**config.mk**
```make
export PLATFORM = sky130hd
export DESIGN_NAME = disp_timing_gen
export DESIGN_NICKNAME = d
export VERILOG_FILES = /design/src/rtl/disp_timing_gen.sv
export SDC_FILE = /design/constraint.sdc
export NUM_CORES = 1
export LEC_CHECK = 0
export ABC_AREA = 0
export CORE_MARGIN = 2
export CORE_UTILIZATION = 44
export DETAILED_ROUTE_END_ITERATION = 8
export GPL_ROUTABILITY_DRIVEN = 0
export HOLD_SLACK_MARGIN = 0.02
export PLACE_DENSITY = 0.82
export SYNTH_ARGS = -nofsm -noshare
export SYNTH_HDL_FRONTEND = slang
export SYNTH_SLANG_ARGS = --single-unit
```
**constraint.sdc**
```tcl
create_clock -name clk -period 4.4 [get_ports clk]
set_input_delay 0.88 -clock clk [delete_from_list [all_inputs] [get_ports clk]]
set_output_delay 0.88 -clock clk [all_outputs]
set_load 0.01 [all_outputs]
```
**src/rtl/disp_timing_gen.sv**
```systemverilog
// Display timing generator: raster counters, sync/DE generation and paced
// pixel pull from an upstream valid/ready stream. All outputs are registered
// one cycle behind the counter position; pix_ready is combinational.
module disp_timing_gen #(
   parameter int H_SYNC = 4,
   parameter int H_BP   = 4,
   parameter int H_ACT  = 16,
   parameter int H_FP   = 4,
   parameter int V_SYNC = 2,
   parameter int V_BP   = 2,
   parameter int V_ACT  = 8,
   parameter int V_FP   = 2
) (
   input  logic        clk,
   input  logic        rst,
   input  logic        en,
   input  logic [23:0] pix_data,
   input  logic        pix_valid,
   output logic        pix_ready,
   output logic        VSYNC,
   output logic        HSYNC,
   output logic        DATA_ENABLE,
   output logic [23:0] DATA,
   output logic        frame_start,
   output logic        underflow,
   output logic        busy
);

   localparam int H_TOT = H_SYNC + H_BP + H_ACT + H_FP;
   localparam int V_TOT = V_SYNC + V_BP + V_ACT + V_FP;
   localparam int HW    = $clog2(H_TOT);
   localparam int VW    = $clog2(V_TOT);

   localparam logic [HW-1:0] H_LAST   = HW'(H_TOT - 1);
   localparam logic [HW-1:0] H_SYNC_E = HW'(H_SYNC);
   localparam logic [HW-1:0] H_ACT_LO = HW'(H_SYNC + H_BP);
   localparam logic [HW-1:0] H_ACT_HI = HW'(H_SYNC + H_BP + H_ACT);
   localparam logic [VW-1:0] V_LAST   = VW'(V_TOT - 1);
   localparam logic [VW-1:0] V_SYNC_E = VW'(V_SYNC);
   localparam logic [VW-1:0] V_ACT_LO = VW'(V_SYNC + V_BP);
   localparam logic [VW-1:0] V_ACT_HI = VW'(V_SYNC + V_BP + V_ACT);

   localparam logic [1:0] ST_IDLE = 2'd0;
   localparam logic [1:0] ST_RUN  = 2'd1;
   localparam logic [1:0] ST_STOP = 2'd2;

   logic [1:0]    state;
   logic [HW-1:0] h_cnt;
   logic [VW-1:0] v_cnt;
   logic          running;
   logic          h_last;
   logic          frame_last;
   logic          active;

   assign running    = (state != ST_IDLE);
   assign h_last     = (h_cnt == H_LAST);
   assign frame_last = h_last && (v_cnt == V_LAST);
   assign active     = running
                       && (h_cnt >= H_ACT_LO) && (h_cnt < H_ACT_HI)
                       && (v_cnt >= V_ACT_LO) && (v_cnt < V_ACT_HI);

   assign pix_ready = active;
   assign busy      = running;

   // Run control: a stop request only takes effect at the end of a frame,
   // and re-asserting en while stopping resumes without touching the raster.
   always_ff @(posedge clk) begin
      if (rst) begin
         state <= ST_IDLE;
      end else begin
         case (state)
            ST_IDLE: if (en) state <= ST_RUN;
            ST_RUN:  if (!en) state <= frame_last ? ST_IDLE : ST_STOP;
            ST_STOP: begin
               if (en)              state <= ST_RUN;
               else if (frame_last) state <= ST_IDLE;
            end
            default: state <= ST_IDLE;
         endcase
      end
   end

   // Raster counters: held at the origin while idle so RUN always begins at (0,0).
   always_ff @(posedge clk) begin
      if (rst || !running) begin
         h_cnt <= '0;
         v_cnt <= '0;
      end else if (h_last) begin
         h_cnt <= '0;
         v_cnt <= (v_cnt == V_LAST) ? '0 : v_cnt + 1'b1;
      end else begin
         h_cnt <= h_cnt + 1'b1;
      end
   end

   // Registered pixel bus; a missing pixel in an active slot goes out as 0 with DE high.
   always_ff @(posedge clk) begin
      if (rst || !running) begin
         HSYNC       <= 1'b0;
         VSYNC       <= 1'b0;
         DATA_ENABLE <= 1'b0;
         DATA        <= '0;
         frame_start <= 1'b0;
      end else begin
         HSYNC       <= (h_cnt < H_SYNC_E);
         VSYNC       <= (v_cnt < V_SYNC_E);
         DATA_ENABLE <= active;
         DATA        <= (active && pix_valid) ? pix_data : '0;
         frame_start <= (h_cnt == '0) && (v_cnt == '0);
      end
   end

   // Sticky underflow flag, cleared only by reset.
   always_ff @(posedge clk) begin
      if (rst)                        underflow <= 1'b0;
      else if (active && !pix_valid) underflow <= 1'b1;
   end

endmodule

```
# After elaboration in Yosys (flattened, before gate mapping)
# Cells that the tools add are included.
[word_totals]
reg_bits = 40
word_cells = 50
in_bits = 28
[classes]
n_mux = 7
reduce_logical = 18
n_eq_ne = 7
bitwise_logic = 1
order_cmp = 6
add_sub_neg = 2
[ops]
columns = ["cell", "count"]
rows = [
  ["two-way mux 2 bit", 5],
  ["logical AND 1 bit", 8],
  ["case mux 2 bit (3 select lines)", 1],
  ["adder 5 x 1 -> 5 bit, second input constant", 1],
  ["equality test 5 bit, second input constant", 1],
  [">= comparator 5 x 4 -> 1 bit, second input constant", 1],
  ["logical NOT 5 bit", 1],
  ["less-than comparator 5 x 3 -> 1 bit, second input constant", 1],
  ["less-than comparator 5 bit, second input constant", 1],
  ["adder 4 x 1 -> 4 bit, second input constant", 1],
  ["equality test 4 bit, second input constant", 1],
  [">= comparator 4 x 3 -> 1 bit, second input constant", 1],
  ["logical NOT 4 bit", 1],
  ["less-than comparator 4 x 2 -> 1 bit, second input constant", 1],
  ["less-than comparator 4 bit, second input constant", 1],
  ["two-way mux 4 bit", 1],
  ["inequality test 2 bit, second input constant", 2],
  ["OR reduction 2 bit", 2],
  ["inequality test 3 bit, second input constant", 1],
  ["AND reduction 3 bit", 1],
  ["equality test 2 x 1 -> 1 bit, second input constant", 1],
  ["equality test 2 bit, second input constant", 1],
  ["logical NOT 1 bit", 2],
  ["logical NOT 2 bit", 1],
  ["other kinds (3)", 3],
]

# Depth between registers and ports, before layout
# Gate-level depths: netlist of run 1.
[logic_depth]
ltp_word = 8
depth_mapped = 5
mapped_depth_nobuf = 4

# Worst setup path after synthesis of run 1
# OpenSTA, ideal clock, no wires.
[synth_timing]
path_kind = "reg-to-output"
from = "reg state[1]"
to = "out pix_ready"
t_arrival_ps = 952
required_ps = 3520
stages_incl_launch_ff = 4
path_slack_ps = 2568
path_cell_list = "dfxtp_1 > or2_2 > clkbuf_1 > and3_1"
[synth_between]
elab_chain_len = 5
[synth_rtl]
columns = ["item", "line_no", "source"]
rows = [
  ["start, declared", "47", "logic [1:0] state;"],
  ["start signal, assigned", "73", "ST_RUN: if (!en) state <= frame_last ? ST_IDLE : ST_STOP;"],
  ["nonzero test 2 bit", "55", "assign running = (state != ST_IDLE);"],
  ["named net busy", "26", "output logic busy"],
  ["logical AND 1 bit (2 in series)", "59", "&& (h_cnt >= H_ACT_LO) && (h_cnt < H_ACT_HI)"],
  ["logical AND 1 bit (2 in series)", "60", "&& (v_cnt >= V_ACT_LO) && (v_cnt < V_ACT_HI);"],
  ["end, declared", "19", "output logic pix_ready,"],
]
# The timed path passes the listed nets, and every way through them passes these cells.

# Worst setup path in the final report of run 1
[layout_timing]
from = "reg h_cnt[3]"
to = "out pix_ready"
[layout_between]
elab_chain_len = 5
word_cells_on_any_way = 6
cone_classes = "order compare (2); reduce/logical (4)"
[layout_rtl]
columns = ["item", "line_no", "source"]
rows = [
  ["start, declared", "48", "logic [HW-1:0] h_cnt;"],
  ["start signal, assigned", "92", "h_cnt <= h_cnt + 1'b1;"],
  [">= comparator 5 x 4 -> 1 bit", "59", ""],
  ["logical AND 1 bit", "59", ""],
  ["logical AND 1 bit (*)", "59", ""],
  ["logical AND 1 bit (*) (2 in series)", "60", ""],
]
# Mark *: on every way between the ends. The rest lies on a longest branch, timed or not.

==> qor.txt, run 1 <==
Status = complete, no violations
Worst Tran Pin Value = 0.6484 ns
Post-CTS resize count = 0
Final ANT Viol Nets = 0
Global Route Usage Sum = 0.1805
Initial Util = 0.4607
Root Buffer = clkbuf_4
Register bit total from synthesis = 40
Max-cap viol count = 0
Layout cells sized above 1 = 0.05714
Cell count after placement = 246
DR WL/cell = 11.70 um
Dominant cell type by area after synthesis = dfxtp_1
Sequential area share after synthesis = 0.5694
Pleak = 0.8989 nW
CTS Hold Bufs = 0
Setup TNS = 0 ns
Setup Crit Path Kind = flop to output port
Clk sinks = 40
Yosys warns = 0
Pins Over Slew Limit = 0
FMAX = 355.0 MHz
TritonCTS clock tree = yes
Vias in the first global route = 1055
Max transition margin = 0.5651
Crit path from = h_cnt[3]$_SDFF_PP0_
Hold Worst Slack = 0.4833 ns
Layout fillers = 247
Count leader, synth = dfxtp_1
Num CTS Buffers = 5
Number of synthesized flops with an enable pin = 0
Syn Area/Cell = 9.376 um2
Netlist cell types = 29
Power Dens Cells = 311.1 mW/mm2
Main flop type after synthesis = dfxtp_1
Worst Path Max Fanout = 7
Diode count = 0
Setup violators final = 0
Worst path required time = 3.52 ns
1st-iter DRT viols = 55
Synth top area cells = dfxtp_1 57%, nor3_1 8.9%, inv_1 7.7%
R2r setup slk = 2.58 ns
Nets = 239
DR vias = 1197
Setup crit end = pix_ready
Layout Cells excl Fill = 254
Skew-Pair Late Insertion Delay = 0.35 ns
Row count = 20
Post-route clock period utilization = 0.6402
Syn Nets = 180
CTS max path bufs = 2
Initial antenna violation count = 0
Ports = 59
Post-synthesis cell area = 0.001406 mm2
Setup crit end kind = output port
Final Hold Viols = 0
Number of I/O port buffers = 58
Via/cell ratio = 4.713
First-pass GRT wire length = 4705 um
Final Skew = 0.01258 ns
Final WL = 2973 um
Post-route design area = 0.002083 mm2
Clk pin slew, worst setup/hold paths = 0.12 ns
Die span in y = 60.54 um
Max rail drop VDD = 0.0002045 V
Commonest cells post-synth = 40 x dfxtp_1, 29 x inv_1, 25 x nor3_1, 7 x nand2_1
DP HPWL = 2233 um
Final Critical Period = 2.817 ns
Core ar. = 0.003053 mm2
Worst hold path class = flop to flop
Worst r2r src = h_cnt[3]$_SDFF_PP0_
DIE AREA = 0.003664 mm2
Drt pass-1 iters = 4
Number of H-tree levels = 2
Drc violations = 0
Post-CTS Setup Repair Bufs = 0
Post-synth top area share = 0.5694
Area Growth Syn to Fin = 48.13%
RSZ-0062 raised after global routing = no
Global route overflow = 0
R2r endpoint = DATA[9]$_SDFF_PP0_
Reg2reg path depth = 3
Worst EP arrival = 1.94 ns
Cells after Synth = 150
Crit start category = flop
Pin count of the biggest net entering global routing = 26
Cell Area, Placed = 0.002003 mm2
Ys async rst share = 0
Die Wd = 60.54 um
placed cells by master, fill, tap and decap left out, types with 2 or more instances in the layout:
cell              n
nor3_1           25
nor2_1            6
nand3_1           3
xor2_1            3
nor4_1            2
dfxtp_1          40
nand2_1           7
clkdlybuf4s50_1  58
inv_1            29
a21oi_1           6
o21ai_0           4
clkbuf_4          5
and3_1            2
nand4b_1          2
ha_1              2
power breakdown:
group,total [W],internal (W),switching [W]
combinational,0.0000456,0.0000294,0.0000163
clock,0.000236,0.000118,0.000117
sequential,0.000367,0.000365,0.00000166
total,0.000648,0.000513,0.000135
routing by layer:
layer	vias up	global-route usage	routed length (um)
li1	601	-	-
met1	545	0.2173	1310
met2	46	0.2780	1353
met3	5	0.07463	249
met4	0	0.09317	60
met5	-	0	0
state kept, by name, summed over array words and instances (netlist names):
signal       flops
h_cnt            5
DATA            24
state            2
underflow        1
v_cnt            4
DATA_ENABLE      1
frame_start      1
VSYNC            1
HSYNC            1
worst max-delay path, stage by stage (launching register included):
cell	delay, ns
dfxtp_1	0.54
xor2_1	0.30
and3_1	0.21
clkdlybuf4s50_1	0.53
per-stage QoR:
step / total power, W / setup WS [ns] / util
final: 0.0006480 / 1.583 / 0.6824
after global routing: 0.0006712 / 1.467 / 0.6824
after CTS: 0.0006543 / 1.577 / 0.6824
after detailed placement: 0.0004207 / 1.770 / 0.6561
after global placement: 0.0004204 / 1.925 / 0.6561
after floorplan: 0.0003897 / 2.568 / -
area by class of cell:
type | count | area, um2 | area share
clock buffer | 5 | 37.54 | 0.01802
clock inverter | 3 | 42.54 | 0.02042
inverter | 30 | 112.6 | 0.05405
multi-input combinational | 74 | 454.2 | 0.2180
sequential | 40 | 800.8 | 0.3844
tap | 44 | 55.05 | 0.02643
timing repair buffer | 58 | 580.6 | 0.2787
worst min path at each step:
stage                         from                  end  depth (start not counted)
4_1_cts        h_cnt[0]$_SDFF_PP0_  h_cnt[0]$_SDFF_PP0_                          1
5_1_grt        h_cnt[0]$_SDFF_PP0_  h_cnt[0]$_SDFF_PP0_                          1
3_5_place_dp   h_cnt[0]$_SDFF_PP0_  h_cnt[0]$_SDFF_PP0_                          1
2_1_floorplan  h_cnt[0]$_SDFF_PP0_  h_cnt[0]$_SDFF_PP0_                          1
3_3_place_gp   h_cnt[0]$_SDFF_PP0_  h_cnt[0]$_SDFF_PP0_                          1
6_report       h_cnt[0]$_SDFF_PP0_  h_cnt[0]$_SDFF_PP0_                          1
cells by family (layout without fill, tap and decap cells):
| group | count (synthesis) | in the layout | synth area share |
|---|---|---|---|
| AND/OR/NAND/NOR | 55 | 55 | 0.2260 |
| flip-flops | 40 | 40 | 0.5694 |
| buffers and inverters | 36 | 96 | 0.1076 |
| AO/OA/AOI/OAI | 13 | 13 | 0.05428 |
| XOR/XNOR | 4 | 4 | 0.02492 |
| adder cells (fa/ha/maj) | 2 | 2 | 0.01779 |
Power figures use the tool's default switching activity.
==> inputs of run 2 (changes only) <==
--- a/config.mk
+++ b/config.mk
@@ -7,11 +7,11 @@
 export LEC_CHECK = 0
 export ABC_AREA = 0
 export CORE_MARGIN = 2
-export CORE_UTILIZATION = 44
+export CORE_UTILIZATION = 41
 export DETAILED_ROUTE_END_ITERATION = 8
 export GPL_ROUTABILITY_DRIVEN = 0
 export HOLD_SLACK_MARGIN = 0.02
-export PLACE_DENSITY = 0.82
+export PLACE_DENSITY = 0.77
 export SYNTH_ARGS = -nofsm -noshare
 export SYNTH_HDL_FRONTEND = slang
 export SYNTH_SLANG_ARGS = --single-unit
==> constraint.sdc (replaced) <==
create_clock -name clk -period 2.9 [get_ports clk]
set_input_delay 0.58 -clock clk [delete_from_list [all_inputs] [get_ports clk]]
set_output_delay 0.58 -clock clk [all_outputs]
set_load 0.01 [all_outputs]
==> run 2 against run 1 <==
Combinational power is 49% higher. Largest cell class unchanged. Hold slack worse by 0.0073 ns. First-iteration DRC count is 55% lower. Cell count is 0.79% higher. Critical path type unchanged. Global-route usage is 2.5 points lower.
==> qor.txt, run 2 (synthesis results as in run 1) <==
Final Hold Viols = 0 (unchanged)
Worst r2r src = h_cnt[3]$_SDFF_PP0_ (unchanged)
Pins Over Slew Limit = 0 (unchanged)
Final WL = 2820 um (was 2973 um)
Worst Path Max Fanout = 7 (unchanged)
Hold_sp = h_cnt[0]$_SDFF_PP0_ (unchanged)
Number of I/O port buffers = 58 (unchanged)
Flop pwr share = 0.563 (was 0.566)
Ports = 59 (unchanged)
Number of H-tree levels = 2 (unchanged)
Max-cap viol count = 0 (unchanged)
Setup crit end kind = output port (unchanged)
Die span in y = 62.57 um (was 60.54 um)
Post-CTS resize count = 0 (unchanged)
Row count = 21 (was 20)
R2r endpoint = DATA[8]$_SDFF_PP0_ (was DATA[9]$_SDFF_PP0_)
R2r setup slk = 1.18 ns (was 2.58 ns)
Worst EP arrival = 1.86 ns (was 1.94 ns)
Status = complete, no violations (unchanged)
Post-route clock period utilization = 0.8418
Layout cells sized above 1 = 0.05714 (unchanged)
Via/cell ratio = 4.539 (was 4.713)
Clock power frac = 0.368 (was 0.364)
Diode count = 0 (unchanged)
Power Dens Cells = 474.1 mW/mm2 (was 311.1 mW/mm2)
Switching part of the total = 0.2132 (was 0.2087)
DR WL/cell = 11.02 um (was 11.70 um)
Max reg flops = 24 (unchanged)
1st-iter DRT viols = 25 (was 55)
TritonCTS clock tree = yes (unchanged)
Drt pass-1 iters = 4 (unchanged)
Setup TNS = 0 ns (unchanged)
Global Route Usage Sum = 0.1553 (was 0.1805)
Clk sinks = 40 (unchanged)
Skew-Pair Late Insertion Delay = 0.35 ns (about the same)
Global route overflow = 0 (unchanged)
Setup Crit Path Kind = flop to output port (unchanged)
Die Wd = 62.57 um (was 60.54 um)
DR vias = 1162 (was 1197)
Layout Utilization = 0.6300 (was 0.6824)
Worst Tran Pin Value = 0.6376 ns (was 0.6484 ns)
Most common cell after layout, fill and taps aside = clkdlybuf4s50_1 (unchanged)
Biggest register = DATA (unchanged)
Setup violators final = 0 (unchanged)
RSZ-0062 raised after global routing = no (unchanged)
Layout Cells excl Fill = 256 (was 254)
Most frequent cells in the layout = 58 x clkdlybuf4s50_1, 40 x dfxtp_1, 29 x inv_1, 25 x nor3_1, 7 x nand2_1 (unchanged)
First-pass GRT wire length = 4767 um (was 4705 um)
Initial antenna violation count = 0 (unchanged)
Cell count after placement = 248 (was 246)
Worst path required time = 2.32 ns (was 3.52 ns)
Power share of the combinational group = 0.069 (was 0.070)
FMAX = 409.6 MHz
Core ar. = 0.003311 mm2 (was 0.003053 mm2)
DIE AREA = 0.003914 mm2 (was 0.003664 mm2)
Internal Power = 0.0007780 W (was 0.0005128 W)
Crit start category = flop (unchanged)
Pin count of the biggest net entering global routing = 26 (unchanged)
Drc violations = 0 (unchanged)
Clk pin slew, worst setup/hold paths = 0.11 ns (was 0.12 ns)
Hold path endpoint = h_cnt[0]$_SDFF_PP0_ (unchanged)
Vias in the first global route = 1067 (was 1055)
Final Critical Period = 2.441 ns
Root Buffer = clkbuf_4 (unchanged)
Pleak = 0.8989 nW (unchanged)
CTS max path bufs = 2 (unchanged)
Hold path depth = 1 (unchanged)
CTS Hold Bufs = 0 (unchanged)
Reg2reg path depth = 3 (unchanged)
Max rail drop VDD = 0.0002970 V (was 0.0002045 V)
Num CTS Buffers = 5 (unchanged)
Final ANT Viol Nets = 0 (unchanged)
Max transition margin = 0.5723 (was 0.5651)
P_sw = 0.0002109 W (was 0.0001352 W)
Initial Util = 0.4248 (was 0.4607)
DP HPWL = 2135 um (was 2233 um)
Worst hold path class = flop to flop (unchanged)
Top Registers = DATA x24, h_cnt x5, v_cnt x4 (unchanged)
Final Skew = 0.009498 ns (was 0.01258 ns)
Nets = 239 (unchanged)
Post-CTS Setup Repair Bufs = 0 (unchanged)
Area Growth Syn to Fin = 48.31% (was 48.13%)
==> run 2: cell counts in the layout (fill, tap and decap cells not counted) <==
No cell type changed its count.
==> run 2: through the flow <==
stage | hold WS [ns] | instance area (um2) | power (W) | setup WS [ns]
detailed placement | 0.4557 | 2006 | 0.0006376 | 0.5836
floorplan | 0.4297 | 1406 | 0.0005912 | 1.368
finish | 0.4760 | 2086 | 0.0009888 | 0.4587
global placement | 0.4501 | 2006 | 0.0006377 | 0.7000
global route | 0.5260 | 2086 | 0.001028 | 0.3313
CTS | 0.4811 | 2086 | 0.001003 | 0.4287
==> run 2: worst max path at each step <==
| stage | start | end | slack, ns | depth (start not counted) |
|---|---|---|---|---|
| detailed placement | rst | DATA[13]$_SDFF_PP0_ | 0.58 | 4 |
| global route | h_cnt[3]$_SDFF_PP0_ | pix_ready | 0.33 | 3 |
| global placement | rst | DATA[11]$_SDFF_PP0_ | 0.70 | 4 |
| floorplan | state[1]$_SDFFE_PP0P_ | pix_ready | 1.37 | 3 |
| finish | h_cnt[3]$_SDFF_PP0_ | pix_ready | 0.46 | 3 |
| CTS | h_cnt[3]$_SDFF_PP0_ | pix_ready | 0.43 | 3 |
==> run 2: layer usage <==
layer	vias to the layer above	global-route usage	routed length, um
met5	-	0	0
met3	7	0.04685	143
met4	0	0.09167	77
li1	602	-	-
met2	31	0.2581	1422
met1	522	0.1756	1176
==> run 2: power by group through the flow <==
| stage | sequential (W) | clock (W) | combinational (W) |
|---|---|---|---|
| 6_report | 0.000557 | 0.000364 | 0.0000680 |
| 5_1_grt | 0.000558 | 0.000396 | 0.0000747 |
| 4_1_cts | 0.000557 | 0.000377 | 0.0000691 |
| 3_5_place_dp | 0.000569 | 0 | 0.0000686 |
| 3_3_place_gp | 0.000569 | 0 | 0.0000689 |
| 2_1_floorplan | 0.000570 | 0 | 0.0000214 |
==> run 2: area by class of cell <==
cell class	instances	area (um2)
multi-input combinational	74	454.2
sequential	40	800.8
timing repair buffer	58	580.6
tap	46	57.56
clock inverter	3	42.54
clock buffer	5	37.54
inverter	30	112.6
fill	293	1225
==> run 2: worst max-delay path: stages, from the launching register on <==
cell and delay, ns:
dfxtp_1 0.52, xor2_1 0.28, and3_1 0.19, clkdlybuf4s50_1 0.53
